===== src/rtl/demux_feed_pkg.sv =====
// Shared types and constants for the nibble demux feeder.
// An entry packs the destination channel above the data nibble.
package demux_feed_pkg;

    localparam int DATA_W = 4;
    localparam int SEL_W  = 2;

    localparam logic [SEL_W-1:0] CH_A = 2'd0;
    localparam logic [SEL_W-1:0] CH_B = 2'd1;
    localparam logic [SEL_W-1:0] CH_C = 2'd2;
    localparam logic [SEL_W-1:0] CH_D = 2'd3;

    typedef struct packed {
        logic [SEL_W-1:0]  dest;
        logic [DATA_W-1:0] data;
    } entry_t;

endpackage


===== src/rtl/sync_fifo_sa.sv =====
// Show-ahead synchronous FIFO: the head entry is visible on rd_data whenever not empty.
// A pop does not free space for a same-cycle push when full (no pass-through).
module sync_fifo_sa #(
    parameter int WIDTH = 6,
    parameter int DEPTH = 4,
    localparam int AW = $clog2(DEPTH),
    localparam int FW = $clog2(DEPTH + 1)
) (
    input  logic             clk,
    input  logic             rst,
    input  logic             push,
    input  logic [WIDTH-1:0] wr_data,
    input  logic             pop,
    output logic [WIDTH-1:0] rd_data,
    output logic [FW-1:0]    fill,
    output logic             full,
    output logic             empty
);

    logic [WIDTH-1:0] mem [DEPTH];
    logic [AW-1:0]    wr_ptr;
    logic [AW-1:0]    rd_ptr;
    logic             do_push;
    logic             do_pop;

    assign full    = (fill == FW'(DEPTH));
    assign empty   = (fill == '0);
    assign do_push = push && !full;
    assign do_pop  = pop && !empty;
    assign rd_data = mem[rd_ptr];

    // Storage carries no reset; only the pointers and occupancy define validity.
    always_ff @(posedge clk) begin
        if (do_push) begin
            mem[wr_ptr] <= wr_data;
        end
    end

    always_ff @(posedge clk) begin
        if (rst) begin
            wr_ptr <= '0;
            rd_ptr <= '0;
            fill   <= '0;
        end else begin
            if (do_push) begin
                wr_ptr <= wr_ptr + 1'b1;
            end
            if (do_pop) begin
                rd_ptr <= rd_ptr + 1'b1;
            end
            if (do_push && !do_pop) begin
                fill <= fill + 1'b1;
            end else if (do_pop && !do_push) begin
                fill <= fill - 1'b1;
            end
        end
    end

endmodule


===== src/rtl/demux_feed_scheduler.sv =====
// Feeds buffered {dest,data} words to a 1-to-4 nibble demux and counts deliveries per channel.
// While idle the data is forced to zero and the select holds the last-used channel.
module demux_feed_scheduler
    import demux_feed_pkg::*;
#(
    parameter int DEPTH = 4,
    parameter int CNT_W = 8,
    localparam int FW = $clog2(DEPTH + 1)
) (
    input  logic               clk,
    input  logic               rst,
    input  logic               in_valid,
    output logic               in_ready,
    input  logic [DATA_W-1:0]  in_data,
    input  logic [SEL_W-1:0]   in_dest,
    input  logic               out_en,
    output logic               out_valid,
    output logic [DATA_W-1:0]  out_data,
    output logic               out_s1,
    output logic               out_s0,
    output logic [FW-1:0]      fill,
    output logic [4*CNT_W-1:0] chan_sent
);

    entry_t           wr_entry;
    entry_t           head;
    logic             full;
    logic             empty;
    logic             push;
    logic             pop;
    logic [SEL_W-1:0] last_sel;
    logic [CNT_W-1:0] cnt [4];

    assign wr_entry  = '{dest: in_dest, data: in_data};
    assign in_ready  = !rst && !full;
    assign push      = in_valid && in_ready;
    assign out_valid = !empty;
    assign pop       = out_valid && out_en;

    sync_fifo_sa #(
        .WIDTH ($bits(entry_t)),
        .DEPTH (DEPTH)
    ) u_fifo (
        .clk     (clk),
        .rst     (rst),
        .push    (push),
        .wr_data (wr_entry),
        .pop     (pop),
        .rd_data (head),
        .fill    (fill),
        .full    (full),
        .empty   (empty)
    );

    always_comb begin
        out_data         = '0;
        {out_s1, out_s0} = last_sel;
        if (out_valid) begin
            out_data         = head.data;
            {out_s1, out_s0} = head.dest;
        end
    end

    // Counters wrap naturally at 2^CNT_W.
    always_ff @(posedge clk) begin
        if (rst) begin
            last_sel <= CH_A;
            for (int k = 0; k < 4; k++) begin
                cnt[k] <= '0;
            end
        end else if (pop) begin
            last_sel        <= head.dest;
            cnt[head.dest]  <= cnt[head.dest] + 1'b1;
        end
    end

    for (genvar k = 0; k < 4; k++) begin : g_pack
        assign chan_sent[k*CNT_W +: CNT_W] = cnt[k];
    end

endmodule


===== config.mk =====
export PLATFORM = sky130hd
export DESIGN_NAME = demux_feed_scheduler
export DESIGN_NICKNAME = d
export VERILOG_FILES = /design/src/rtl/demux_feed_pkg.sv /design/src/rtl/sync_fifo_sa.sv /design/src/rtl/demux_feed_scheduler.sv
export SDC_FILE = /design/constraint.sdc
export NUM_CORES = 1
export LEC_CHECK = 0
export ABC_CLOCK_PERIOD_IN_PS = 2450
export BUFFER_PORTS_ARGS = -buffer_cell sky130_fd_sc_hd__buf_2
export CAP_MARGIN = 25
export CELL_PAD_IN_SITES_DETAIL_PLACEMENT = 1
export CELL_PAD_IN_SITES_GLOBAL_PLACEMENT = 2
export CORE_ASPECT_RATIO = 1.4
export CORE_MARGIN = 2
export CORE_UTILIZATION = 30
export DETAILED_ROUTE_END_ITERATION = 10
export GPL_ROUTABILITY_DRIVEN = 0
export PLACE_DENSITY = 0.67
export SLEW_MARGIN = 0
export SYNTH_ARGS = -nofsm -noshare
export SYNTH_HDL_FRONTEND = slang
export SYNTH_SLANG_ARGS = --single-unit

===== constraint.sdc =====
create_clock -name clk -period 2.45 [get_ports clk]
set_input_delay 0.245 -clock clk [delete_from_list [all_inputs] [get_ports clk]]
set_output_delay 0.245 -clock clk [all_outputs]
set_load 0.1 [all_outputs]

Word-level counts from Yosys, hierarchy flattened
Memory sizes are Yosys's and may differ from the RTL's. A register that Yosys moved wholly into a read port is not among the register bits.
Index checks and enable logic that the tools add are counted.
{"block": "op_classes", "n_addsub": 5, "n_eq_ne": 1, "mux": 17, "n_reduce_logical": 15}
{"cell": "$mux W1", "n": 10}
{"cell": "$add A8 B1 Y8 const B", "n": 1}
{"cell": "$mux W8", "n": 1}
{"cell": "$reduce_or A8 Y1", "n": 1}
{"cell": "$logic_and A1 B1 Y1", "n": 7}
{"cell": "$mux W2", "n": 3}
{"cell": "$mux W3", "n": 2}
{"cell": "$logic_not A1 Y1", "n": 5}
{"cell": "$add A2 B1 Y2 const B", "n": 2}
{"cell": "$mux W4", "n": 1}
{"cell": "$add A3 B1 Y3 const B", "n": 1}
{"cell": "$eq A3 B3 Y1 const B", "n": 1}
{"cell": "$logic_not A3 Y1", "n": 1}
{"cell": "$sub A3 B1 Y3 const B", "n": 1}
{"cell": "$reduce_bool A2 Y1", "n": 1}
{"block": "totals", "regBits": 9, "ram_bits": 56, "inputBits": 10, "out_inout_bits": 43, "wordCells": 44, "mem_count": 2}
{"name": "cnt", "words": 4, "width": 8, "read_ports": 5, "rd_clocked_by_memory_dff": 0, "wr": 4, "line_no": "demux_feed_scheduler.sv:32", "rtl": "logic [CNT_W-1:0] cnt [4];"}
{"name": "u_fifo.mem", "words": 4, "width": 6, "read_ports": 1, "rd_clocked_by_memory_dff": 1, "wr": 1, "line_no": "sync_fifo_sa.sv:20", "rtl": "logic [WIDTH-1:0] mem [DEPTH];"}

Logic depth before layout (Yosys ltp)
Gate-level depths: netlist of the first run.
{"block": "depth", "word_depth": 9, "ltp_mapped": 10, "depth_no_buf": 9}

Hierarchy
Synthesis of the first run repeated with hierarchy kept, for this count alone.
{"block": "unflattened", "hier_cells": 211, "hier_area_um2": 3046.7}
{"mod": "demux_feed_scheduler", "n_inst": 1, "cells_per_inst": 132, "area_per_inst_um2": 1714.1}
{"mod": "sync_fifo_sa", "n_inst": 1, "cells_per_inst": 79, "area_per_inst_um2": 1332.5}

Least setup slack after synthesis of the first run
No wires, ideal clock.
{"block": "synth_timing", "kind": "reg-to-reg", "startpoint": "reg u_fifo.fill[0]", "endpoint": "reg u_fifo.fill[2]", "setup_ns": 0.071, "arrival_ns": 4.409, "required_ns": 2.379, "slack_ns": -2.030, "stages_incl_launch_ff": 11, "path_buffers": 1, "synth_period_minus_slack_ns": 4.480, "cell_sequence": "dfxtp_1 > nor2_1 > a21oi_1 > and2_1 > clkbuf_1 > ha_1 > inv_1 > fa_1 > xor2_1 > or3_1 > a21oi_1"}
{"block": "synth_via", "elab_chain_len": 8, "word_cells_on_any_way": 18}
{"item": "start, declared", "line_no": "sync_fifo_sa.sv:15", "rtl": "output logic [FW-1:0] fill,"}
{"item": "start signal, assigned", "line_no": "sync_fifo_sa.sv:52", "rtl": "fill <= fill + 1'b1;"}
{"item": "start signal, assigned", "line_no": "sync_fifo_sa.sv:54", "rtl": "fill <= fill - 1'b1;"}
{"item": "$eq A3 B3 Y1 (*)", "line_no": "sync_fifo_sa.sv:26", "rtl": "assign full = (fill == FW'(DEPTH));"}
{"item": "$logic_not A1 Y1 (*)", "line_no": "demux_feed_scheduler.sv:35", "rtl": "assign in_ready = !rst && !full;"}
{"item": "$logic_and A1 B1 Y1 (*)", "line_no": "demux_feed_scheduler.sv:35"}
{"item": "named net in_ready", "line_no": "demux_feed_scheduler.sv:13", "rtl": "output logic in_ready,"}
{"item": "$logic_and A1 B1 Y1 (*)", "line_no": "demux_feed_scheduler.sv:36", "rtl": "assign push = in_valid && in_ready;"}
{"item": "$logic_and A1 B1 Y1 (*)", "line_no": "sync_fifo_sa.sv:28", "rtl": "assign do_push = push && !full;"}
{"item": "named net u_fifo.do_push", "line_no": "sync_fifo_sa.sv:23", "rtl": "logic do_push;"}
{"item": "$logic_not A1 Y1", "line_no": "sync_fifo_sa.sv:53", "rtl": "end else if (do_pop && !do_push) begin"}
{"item": "$logic_and A1 B1 Y1", "line_no": "sync_fifo_sa.sv:53"}
{"item": "$reduce_bool A2 Y1 (no line)"}
Mark *: on every way through the listed nets, which the timed path passes. The rest lies on a longest branch. The select of a mux whose other input is x is not followed.
A chain may end at the register's enable or synchronous reset.

==> results of run 1 <==
critical path, stage by stage (launching register included):
cell and delay, ns:
dfxtp_4 0.36, mux4_2 0.66, buf_4 0.24, mux2i_1 0.29
nand4_4 0.18, or3_4 0.45, a21oi_2 0.16
repair_timing:
| item | CTS | global route |
|---|---|---|
| resized for setup | 2 | 9 |
| endpoints found under the setup margin | 11 | 24 |
| pin swaps | 1 | 2 |
| buffers inserted | 0 | 1 |
cells in the final DEF, fill, tap and decap left out, types with 5 or more instances in the layout:
cell type | netlist | routed
a21oi_2 | 0 | 7
buf_2 | 1 | 50
buf_4 | 0 | 19
clkbuf_16 | 0 | 9
dfxtp_1 | 11 | 7
edfxtp_1 | 56 | 56
inv_1 | 8 | 7
mux2i_1 | 15 | 14
mux4_2 | 8 | 8
nand2_1 | 9 | 9
nor2_1 | 28 | 27
nor2b_1 | 5 | 5
xor2_1 | 6 | 5
final cells by class:
type / count / area, um2 / area share, %
Inverter: 8 / 30.0 / 0.753
Sequential cell: 67 / 1920 / 48.1
Timing Repair Buffer: 72 / 453 / 11.4
Multi-Input combinational cell: 130 / 1140 / 28.7
Tap cell: 135 / 169 / 4.24
Clock inverter: 3 / 15.0 / 0.377
Clock buffer: 13 / 260 / 6.53
power by group through the flow:
stage                     clock network [mW]  logic [mW]  registers [mW]
final                                   1.18        2.92            1.53
after global placement                     0        2.88            1.56
after floorplan                            0        1.63            2.15
after CTS                               1.21        2.92            1.54
after global routing                    1.25        3.08            1.56
after detailed placement                   0        2.90            1.56
state kept, by name (all words and copies together), names as in the netlist, named ones only:
| signal | flops |
|---|---|
| u_fifo.fill | 3 |
| u_fifo.wr_ptr | 2 |
| u_fifo.rd_ptr | 2 |
| cnt | 32 |
| u_fifo.mem | 24 |
| last_sel | 2 |
routing by layer:
layer	global-route usage, %	wire [um]	vias up
met2	26.8	4110	45
met4	6.63	142	0
li1	-	-	934
met3	2.35	229	13
met5	0	0	-
met1	15.2	2730	986
how the worst min path moves through the flow:
| stage | to | slack [ns] |
|---|---|---|
| floorplan | u_fifo.mem[0][0] | 0.34 |
| global placement | last_sel[1] | 0.44 |
| detailed placement | last_sel[1] | 0.45 |
| CTS | u_fifo.mem[2][2] | 0.12 |
| global route | u_fifo.mem[2][2] | 0.13 |
| finish | u_fifo.mem[3][3] | 0.13 |
logic make-up after synthesis:
kind of cell | share of synthesized area, %
AO/OA/AOI/OAI | 3.18
XOR/XNOR | 2.32
adder cells (fa/ha/maj) | 3.14
buffers and inverters | 3.14
flip-flops | 62.8
multiplexers | 14.1
AND/OR/NAND/NOR | 11.2
==> metrics.txt, run 1 <==
final wirelength 7.21 mm; crit path capture cnt[0][6]; top cells by area, synth edfxtp_1, dfxtp_1, mux4_2, mux2i_1, nor2_1; worst-path maximum fanout 9; EDFF count, synth 56; Max Cap Violations 0; proportion of layout cells with a drive suffix above 1 between 40% and 50%; synthesized instance count 214; GRT Overall Usage 14.3%; grt ovf 0; core area 9850 um2; PnR worst setup slack -0.0333 ns; CP required 2.63 ns; NetSw ~2.7 mW; Die Ht around 120 um; top cell type by total area after synthesis edfxtp_1; Top FF cell, synth edfxtp_1; outcome finished with violations; CP arrival 2.67 ns; 1st-iter DRT viols 53; critical path class reg2reg; Area Growth Syn to Fin 31.7%; Detailed Routing Iterations Pass 1 4; Clk pin slew, worst setup/hold paths 0.05 ns; Worst Setup Start Kind flop; io pins 53; initial core utilization 30.7%; Layout Nets 305; unrepaired setup endpoints after global routing yes; number of global-route vias before repair 2,121; dpl cell area 3650 um2; Pwr per Cell Area 1410 nW/um2; dpl cells around 410; DRC 0; worst rel slew slack 67.6%; first-pass GRT wire length 11.0 mm; post-route ant nets 0; worst-skew pair later-pin latency 0.33 ns; Hold Buf Count CTS 0; dpl hpwl ~5.2 mm; Ant. Diodes 0; Via-to-Cell Ratio 4.62; #FFs+latches synth 67; CTS tree built; WL per Instance 16.8 um; CTS sink cnt 67; Leakage 1.55 nW; pin count of the biggest net entering global routing 21; sequential area share after synthesis 62.8%; Yosys warning total 0; Fin Setup TNS -0.0948 ns; syn nets 231; Comb pwr share roughly half; R2R depth 6; Slew @ Worst Pin 0.489 ns; Async SR Flop Fraction 0%; initial antenna violation count 0; clk root buf clkbuf_16; post-synth top area share a little under three fifths; failing checks negative setup slack; post-route insts no fill 428; min Tclk post-route 2.48 ns; Synth top cells by count edfxtp_1, nor2_1, mux2i_1; Hold Path Class in2reg; mapped cell area 3030 um2; R2R setup slack -0.03 ns; via count 1,978; Avg Cell Area, Syn 14.1 um2; die area approximately 11,000 um2; Fin. Hold Viols 0; Clk pwr share 20.9%; Final Cycle Share 101%; Reg power frac 27.2%; dpl ws -0.0295 ns; switching share of power 47.1%; fin area 3990 um2; Final Power 5.63 mW; Worst VDD drop 0.000662 V; post-synth cell types 33; PortBufs 52; Worst R2R End cnt[0][6]; row count 43; hold path depth 1; Critical Path End Type flop; # H-tree levels 3; Slew Limit Fails 0; clock buffer depth 2; fmax 403 MHz; Setup Viol. Count Final 6; cell-internal power 2.98 mW; worst hold path startpoint in_data[3]; final core utilization 40.5%; Setup Skew between 0.007 and 0.008 ns; Die W 88.9 um; cts bufs inserted 9; most frequent cell after synthesis edfxtp_1; fill count 1,046; Hold WS 0.135 ns
Note: power is estimated with default switching activity, not from simulation.
==> run 2: changes to the inputs <==
- PLACE_DENSITY: 0.67 -> 0.66
- SYNTH_HIERARCHICAL: unset -> 1
==> run 2 against run 1 <==
  * The run now ends clean
  * Final area is 5.8% higher
  * Clock skew decreased by 0.0019 ns
  * Clock-buffer cell count decreased by 3
  * Register-to-register slack improved by 0.06 ns
  * Via count is 6.3% higher
  * Combinational power is 11% lower
  * Die area up 0.64%
  * Non-clock buffer count up 13
  * Critical path type unchanged
  * Critical endpoint is now cnt[2][7]
  * Largest cell class unchanged
==> metrics.txt, run 2 <==
core area 9900 um2 (was 9850 um2); R2R setup slack 0.03 ns (was -0.03 ns); Clk pin slew, worst setup/hold paths 0.06 ns (was 0.05 ns); worst rel slew slack 67.6% (about the same); max reg flops 32 (unchanged); Avg Cell Area, Syn 14.4 um2 (was 14.1 um2); Via-to-Cell Ratio 4.79 (was 4.62); clock buffer depth 2 (unchanged); worst-path maximum fanout 6 (was 9); post-synth top area share 55.2% (was 55.6%); WL per Instance 18.8 um (was 16.8 um); Pwr per Cell Area 1300 nW/um2 (was 1410 nW/um2); Hold Buf Count CTS 0 (unchanged); dpl cell area 3730 um2 (was 3650 um2); post-synth cell types 36 (was 33); Hold WS 0.132 ns (was 0.135 ns); first-pass GRT wire length 12.5 mm (was 11.0 mm); min Tclk post-route 2.42 ns (was 2.48 ns); #FFs+latches synth 67 (unchanged); critical path class reg2reg (unchanged); Ant. Diodes 0 (unchanged); fin area 4220 um2 (was 3990 um2); most common cell after layout, fill and taps aside edfxtp_1 (unchanged); Slew Limit Fails 0 (unchanged); Setup Skew 0.00548 ns (was 0.00737 ns); # H-tree levels 3 (unchanged); Layout Nets 316 (was 305); Hold Path Class in2reg (unchanged); via count 2,103 (was 1,978); synthesized instance count 211 (was 214); proportion of layout cells with a drive suffix above 1 53.0% (was 45.1%); EDFF count, synth 56 (unchanged); post-route insts no fill 439 (was 428); CP arrival 2.61 ns (was 2.67 ns); most flop-heavy register cnt (unchanged); 1st-iter DRT viols 100 (was 53); Largest regs cnt: 32 flops, u_fifo/mem: 24 flops, u_fifo/fill: 3 flops (was cnt: 32 flops, u_fifo.mem: 24 flops, u_fifo.fill: 3 flops); Synth top cells by count edfxtp_1, nor2_1, mux4_2 (was edfxtp_1, nor2_1, mux2i_1); io pins 53 (unchanged); Critical Path End Type flop (unchanged); most frequent cells in the layout edfxtp_1, buf_2, buf_4, nor2_1, mux4_2 (was edfxtp_1, buf_2, nor2_1, buf_4, mux2i_1); PortBufs 52 (unchanged); Max Cap Violations 0 (unchanged); die area 11,000 um2 (was 10,900 um2); sequential area share after synthesis 62.4% (was 62.8%); Fin. Hold Viols 0 (unchanged); mapped cell area 3050 um2 (was 3030 um2); Detailed Routing Iterations Pass 1 4 (unchanged); dpl cells 419 (was 411); R2R depth 6 (unchanged); row count 43 (unchanged); final core utilization 42.6% (was 40.5%); Async SR Flop Fraction 0% (unchanged); fill count 1,066 (was 1,046); Slew @ Worst Pin 0.490 ns (was 0.489 ns); number of global-route vias before repair 2,218 (was 2,121); GRT Overall Usage 16.1% (was 14.3%); Yosys warning total 6 (was 0); Final Cycle Share 98.9% (was 101%); CP required 2.63 ns (about the same); fmax 413 MHz (was 403 MHz); top cells by area, synth edfxtp_1, mux4_2, dfxtp_1, nor2_1, ha_1 (was edfxtp_1, dfxtp_1, mux4_2, mux2i_1, nor2_1); Die W 89.2 um (was 88.9 um); final wirelength 8.26 mm (was 7.21 mm); cts bufs inserted 9 (unchanged); top cell type by total area after synthesis edfxtp_1 (unchanged); initial core utilization 30.8% (was 30.7%); Final Power 5.49 mW (was 5.63 mW); worst-skew pair later-pin latency 0.33 ns (about the same); CTS sink cnt 67 (unchanged); Worst VDD drop 0.000838 V (was 0.000662 V); clk root buf clkbuf_16 (unchanged); Die Ht 123 um (about the same); Leakage 1.62 nW (was 1.55 nW); CTS tree built (unchanged); Area Growth Syn to Fin 38.4% (was 31.7%); DRC 0 (unchanged); grt ovf 0 (unchanged); Worst R2R End cnt[2][7] (was cnt[0][6]); post-route ant nets 0 (unchanged); Worst Setup Start Kind flop (unchanged); syn nets 228 (was 231); Setup Viol. Count Final 0 (was 6); unrepaired setup endpoints after global routing yes (unchanged); outcome complete, no violations (was finished with violations); crit path capture cnt[2][7] (was cnt[0][6]); most frequent cell after synthesis edfxtp_1 (unchanged); dpl hpwl 5.74 mm (was 5.24 mm); Top FF cell, synth edfxtp_1 (unchanged); initial antenna violation count 0 (unchanged); pin count of the biggest net entering global routing 19 (was 21)
## run 2: cell types whose count changed after synthesis, moves of 3 or more
cell,before,now
mux2i_1,15,3
mux2i_2,3,0
nor2_1,28,25
mux4_2,8,14
nand2_1,9,6
or4_1,0,4
and2_1,1,8
buf_2,1,4
## run 2: final cells by class
type / instances / area (um2) / area share (%)
clock buffers: 10 / 229 / 5.43
clock inverters: 6 / 90.1 / 2.14
inverters: 8 / 35.0 / 0.831
multi-input cells: 128 / 1250 / 29.6
flip-flops and latches: 67 / 1910 / 45.4
well taps: 135 / 169 / 4.00
repair buffers: 85 / 531 / 12.6
## run 2: worst min-delay path by stage
| stage | startpoint | end | slack, ns | depth (start not counted) |
|---|---|---|---|---|
| floorplan | in_data[0] | u_fifo/mem[0][0] | 0.34 | 0 |
| global placement | in_data[3] | u_fifo/mem[2][3] | 0.46 | 1 |
| detailed placement | in_data[1] | u_fifo/mem[3][1] | 0.47 | 1 |
| CTS | in_data[1] | u_fifo/mem[3][1] | 0.12 | 1 |
| global route | in_data[3] | u_fifo/mem[2][3] | 0.13 | 1 |
| finish | in_data[1] | u_fifo/mem[3][1] | 0.13 | 1 |
## run 2: metal layers
metal / GRT usage [%] / routed length [um] / vias up
met5: 0 / 0 / -
met4: 5.32 / 90 / 0
met3: 4.01 / 383 / 6
met2: 29.1 / 4520 / 60
met1: 18.2 / 3270 / 1067
li1: - / - / 970
## run 2: metrics by stage
stage | worst slack (ns) | TNS (ns)
floorplan | -0.359 | -0.503
global placement | -0.0331 | -0.117
detailed placement | -0.0987 | -1.15
CTS | 0.00406 | 0
global route | -0.0507 | -0.338
finish | 0.0263 | 0
## run 2: report_power, final
part / leakage (nW) / internal [mW] / switching, mW
logic: 0.824 / 0.734 / 1.88
clock network: 0.153 / 0.893 / 0.467
registers: 0.641 / 1.40 / 0.120
## run 2: repair_timing
item	CTS	global route
endpoints found under the setup margin	22	24
gates resized for setup	9	19
pin swaps	3	9
gates cloned	1	0
buffers inserted	2	2
## run 2: critical path, cell delays in order, from the launching register on
cell and delay (ns):
dfxtp_2 0.35, mux4_2 0.56, buf_6 0.16, mux4_2 0.41
nand4_4 0.17, or4_1 0.54, o21ai_1 0.09
## run 2: kinds of logic (layout without fill, tap and decap cells)
family                   count (synthesis)  in the layout  share of synthesized area (%)
XOR/XNOR                                 7              7                           2.01
flip-flops                              67             67                           62.4
multiplexers                            20             21                           12.4
buffers and inverters                   17            109                           2.75
AO/OA/AOI/OAI                           21             21                           4.19
adder cells (fa/ha/maj)                  7              7                           3.12
AND/OR/NAND/NOR                         72             72                           13.1
==> run 3: changes to the inputs <==
- CTS_BUF_LIST: unset -> sky130_fd_sc_hd__clkbuf_8 sky130_fd_sc_hd__clkbuf_16
==> run 3 against run 2 <==
  * Via count about the same
  * Maximum frequency about the same
  * Cell count unchanged
  * Sequential cell count unchanged
  * Final area unchanged
  * Global-route usage unchanged
  * Worst setup slack about the same
  * Sequential power about the same
  * Combinational power about the same
  * Die area unchanged
  * Non-clock buffer count unchanged
  * Critical path depth unchanged
  * Critical path type unchanged
  * Critical endpoint unchanged
==> metrics.txt, run 3 (same netlist as run 2, synthesis figures left out) <==
Clk pin slew, worst setup/hold paths 0.06 ns (about the same); max reg flops 32 (unchanged); dpl ws -0.0987 ns (unchanged); io pins 53 (unchanged); metal3 WL 383 um (unchanged); most frequent cells in the layout edfxtp_1, buf_2, buf_4, nor2_1, mux4_2 (unchanged); 1st-iter DRT viols 100 (unchanged); Setup Skew 0.00575 ns (was 0.00548 ns); uppermost layer routed met4 (unchanged); crit-path cells mux4_2, buf_6, mux4_2, nand4_4, or4_1, o21ai_1 (unchanged); PnR worst setup slack 0.0263 ns (about the same); final wirelength 8.26 mm (about the same); Setup Viol. Count Final 0 (unchanged); Slew @ Worst Pin 0.490 ns (unchanged); R2R depth 6 (unchanged); unrepaired setup endpoints after global routing yes (unchanged); Ant. Diodes 0 (unchanged); Max Cap Violations 0 (unchanged); min Tclk post-route 2.42 ns (about the same); Critical Path End Type flop (unchanged); Leakage 1.62 nW (about the same); core area 9900 um2 (unchanged); post-route insts no fill 439 (unchanged); Layout Nets 316 (unchanged); cell mode on critical path mux4_2 (unchanged); CTS tree built (unchanged); R2R setup slack 0.03 ns (about the same); # H-tree levels 3 (unchanged); Worst VDD drop 0.000837 V (was 0.000838 V); initial antenna violation count 0 (unchanged); Die W 89.2 um (unchanged); Pwr per Cell Area 1300 nW/um2 (about the same); row count 43 (unchanged); dpl hpwl 5.74 mm (unchanged); fmax 413 MHz (about the same); critical path class reg2reg (unchanged); clock buffer depth 2 (unchanged); die area 11,000 um2 (unchanged); max incr delay on CP 0.56 ns (about the same); worst-path maximum fanout 6 (unchanged); CP required 2.63 ns (about the same); dpl cells 419 (unchanged); Detailed Routing Iterations Pass 1 4 (unchanged); worst rel slew slack 67.6% (unchanged); Area Growth Syn to Fin 38.4% (unchanged); Final Cycle Share 98.9% (about the same); DRC 0 (unchanged); WL per Instance 18.8 um (about the same); Fin. Hold Viols 0 (unchanged); via count 2,104 (was 2,103); most common cell after layout, fill and taps aside edfxtp_1 (unchanged); GRT Overall Usage 16.1% (unchanged); Worst Setup Start Kind flop (unchanged); crit path capture cnt[2][7] (unchanged); Worst R2R End cnt[2][7] (unchanged); outcome complete, no violations (unchanged); Fin Setup TNS 0 ns (unchanged); Die Ht 123 um (unchanged); Via-to-Cell Ratio 4.79 (about the same); number of global-route vias before repair 2,218 (unchanged); post-route ant nets 0 (unchanged); pin count of the biggest net entering global routing 19 (unchanged); PortBufs 52 (unchanged); CP arrival 2.61 ns (about the same); Hold Path Class in2reg (unchanged); clk root buf clkbuf_16 (unchanged); proportion of layout cells with a drive suffix above 1 53.0% (unchanged); first-pass GRT wire length 12.5 mm (unchanged); most flop-heavy register cnt (unchanged); grt ovf 0 (unchanged); worst-skew pair later-pin latency 0.33 ns (about the same); initial core utilization 30.8% (unchanged); Slew Limit Fails 0 (unchanged); CP max stage cell mux4_2 (unchanged); CTS sink cnt 67 (unchanged); WL met2 4.51 mm (was 4.52 mm); M1 wire length 3.27 mm (about the same); Largest regs cnt: 32 flops, u_fifo/mem: 24 flops, u_fifo/fill: 3 flops (unchanged); cts bufs inserted 9 (unchanged)
-- run 3: changes by cell type in the layout (fill, tap and decap cells not counted), sizes merged --
cell,delta
clkbuf,-1
inv,+1
-- run 3: worst min-delay path by stage --
stage                    start                to  slack (ns)  depth (start not counted)
floorplan           in_data[0]  u_fifo/mem[0][0]        0.34                          0
global placement    in_data[3]  u_fifo/mem[2][3]        0.46                          1
detailed placement  in_data[1]  u_fifo/mem[3][1]        0.47                          1
CTS                 in_data[1]  u_fifo/mem[3][1]        0.12                          1
global route        in_data[3]  u_fifo/mem[2][3]        0.13                          1
finish              in_data[1]  u_fifo/mem[3][1]        0.13                          1
-- run 3: through the flow --
step                hold slack, ns  total power, mW  utilization, %  cell area, um2
floorplan                    0.344             3.43               -            3110
global placement             0.460             3.99            37.7            3730
detailed placement           0.468             4.02            37.7            3730
CTS                          0.123             5.47            41.6            4120
global route                 0.133             5.73            42.6            4220
finish                       0.132             5.48            42.6            4220
-- run 3: final cells by class --
| class | instances | area, um2 |
|---|---|---|
| fillers | 1066 | 5680 |
| flip-flops and latches | 67 | 1910 |
| multi-input cells | 128 | 1250 |
| repair buffers | 85 | 531 |
| clock buffers | 9 | 225 |
| well taps | 135 | 169 |
| clock inverters | 7 | 93.8 |
| inverters | 8 | 35.0 |
-- run 3: critical path, delay by kind of cell (launching register included) --
kind            cells  cell delay, ns
flops               1            0.35
buf+inv             1            0.16
simple gates        2            0.71
mux                 2            0.97
compound gates      1            0.09
-- run 3: what timing repair did --
item / in CTS / in global routing
gates resized for setup: 9 / 19
hold buffers: 0 / 0
pin swaps: 3 / 9
buffers inserted: 2 / 2
gates cloned: 1 / 0
setup endpoints to repair: 22 / 24
-- run 3: where the power goes --
| group | switching, mW | internal, mW | total [mW] |
|---|---|---|---|
| sequential | 0.120 | 1.40 | 1.52 |
| clock | 0.467 | 0.889 | 1.36 |
| combinational | 1.88 | 0.734 | 2.61 |
| total | 2.46 | 3.02 | 5.48 |
-- run 3: metal layers --
layer,vias to the layer above,track usage [%]
met5,-,0
met4,0,5.32
met3,6,4.01
met2,60,29.1
met1,1068,18.2
li1,970,-
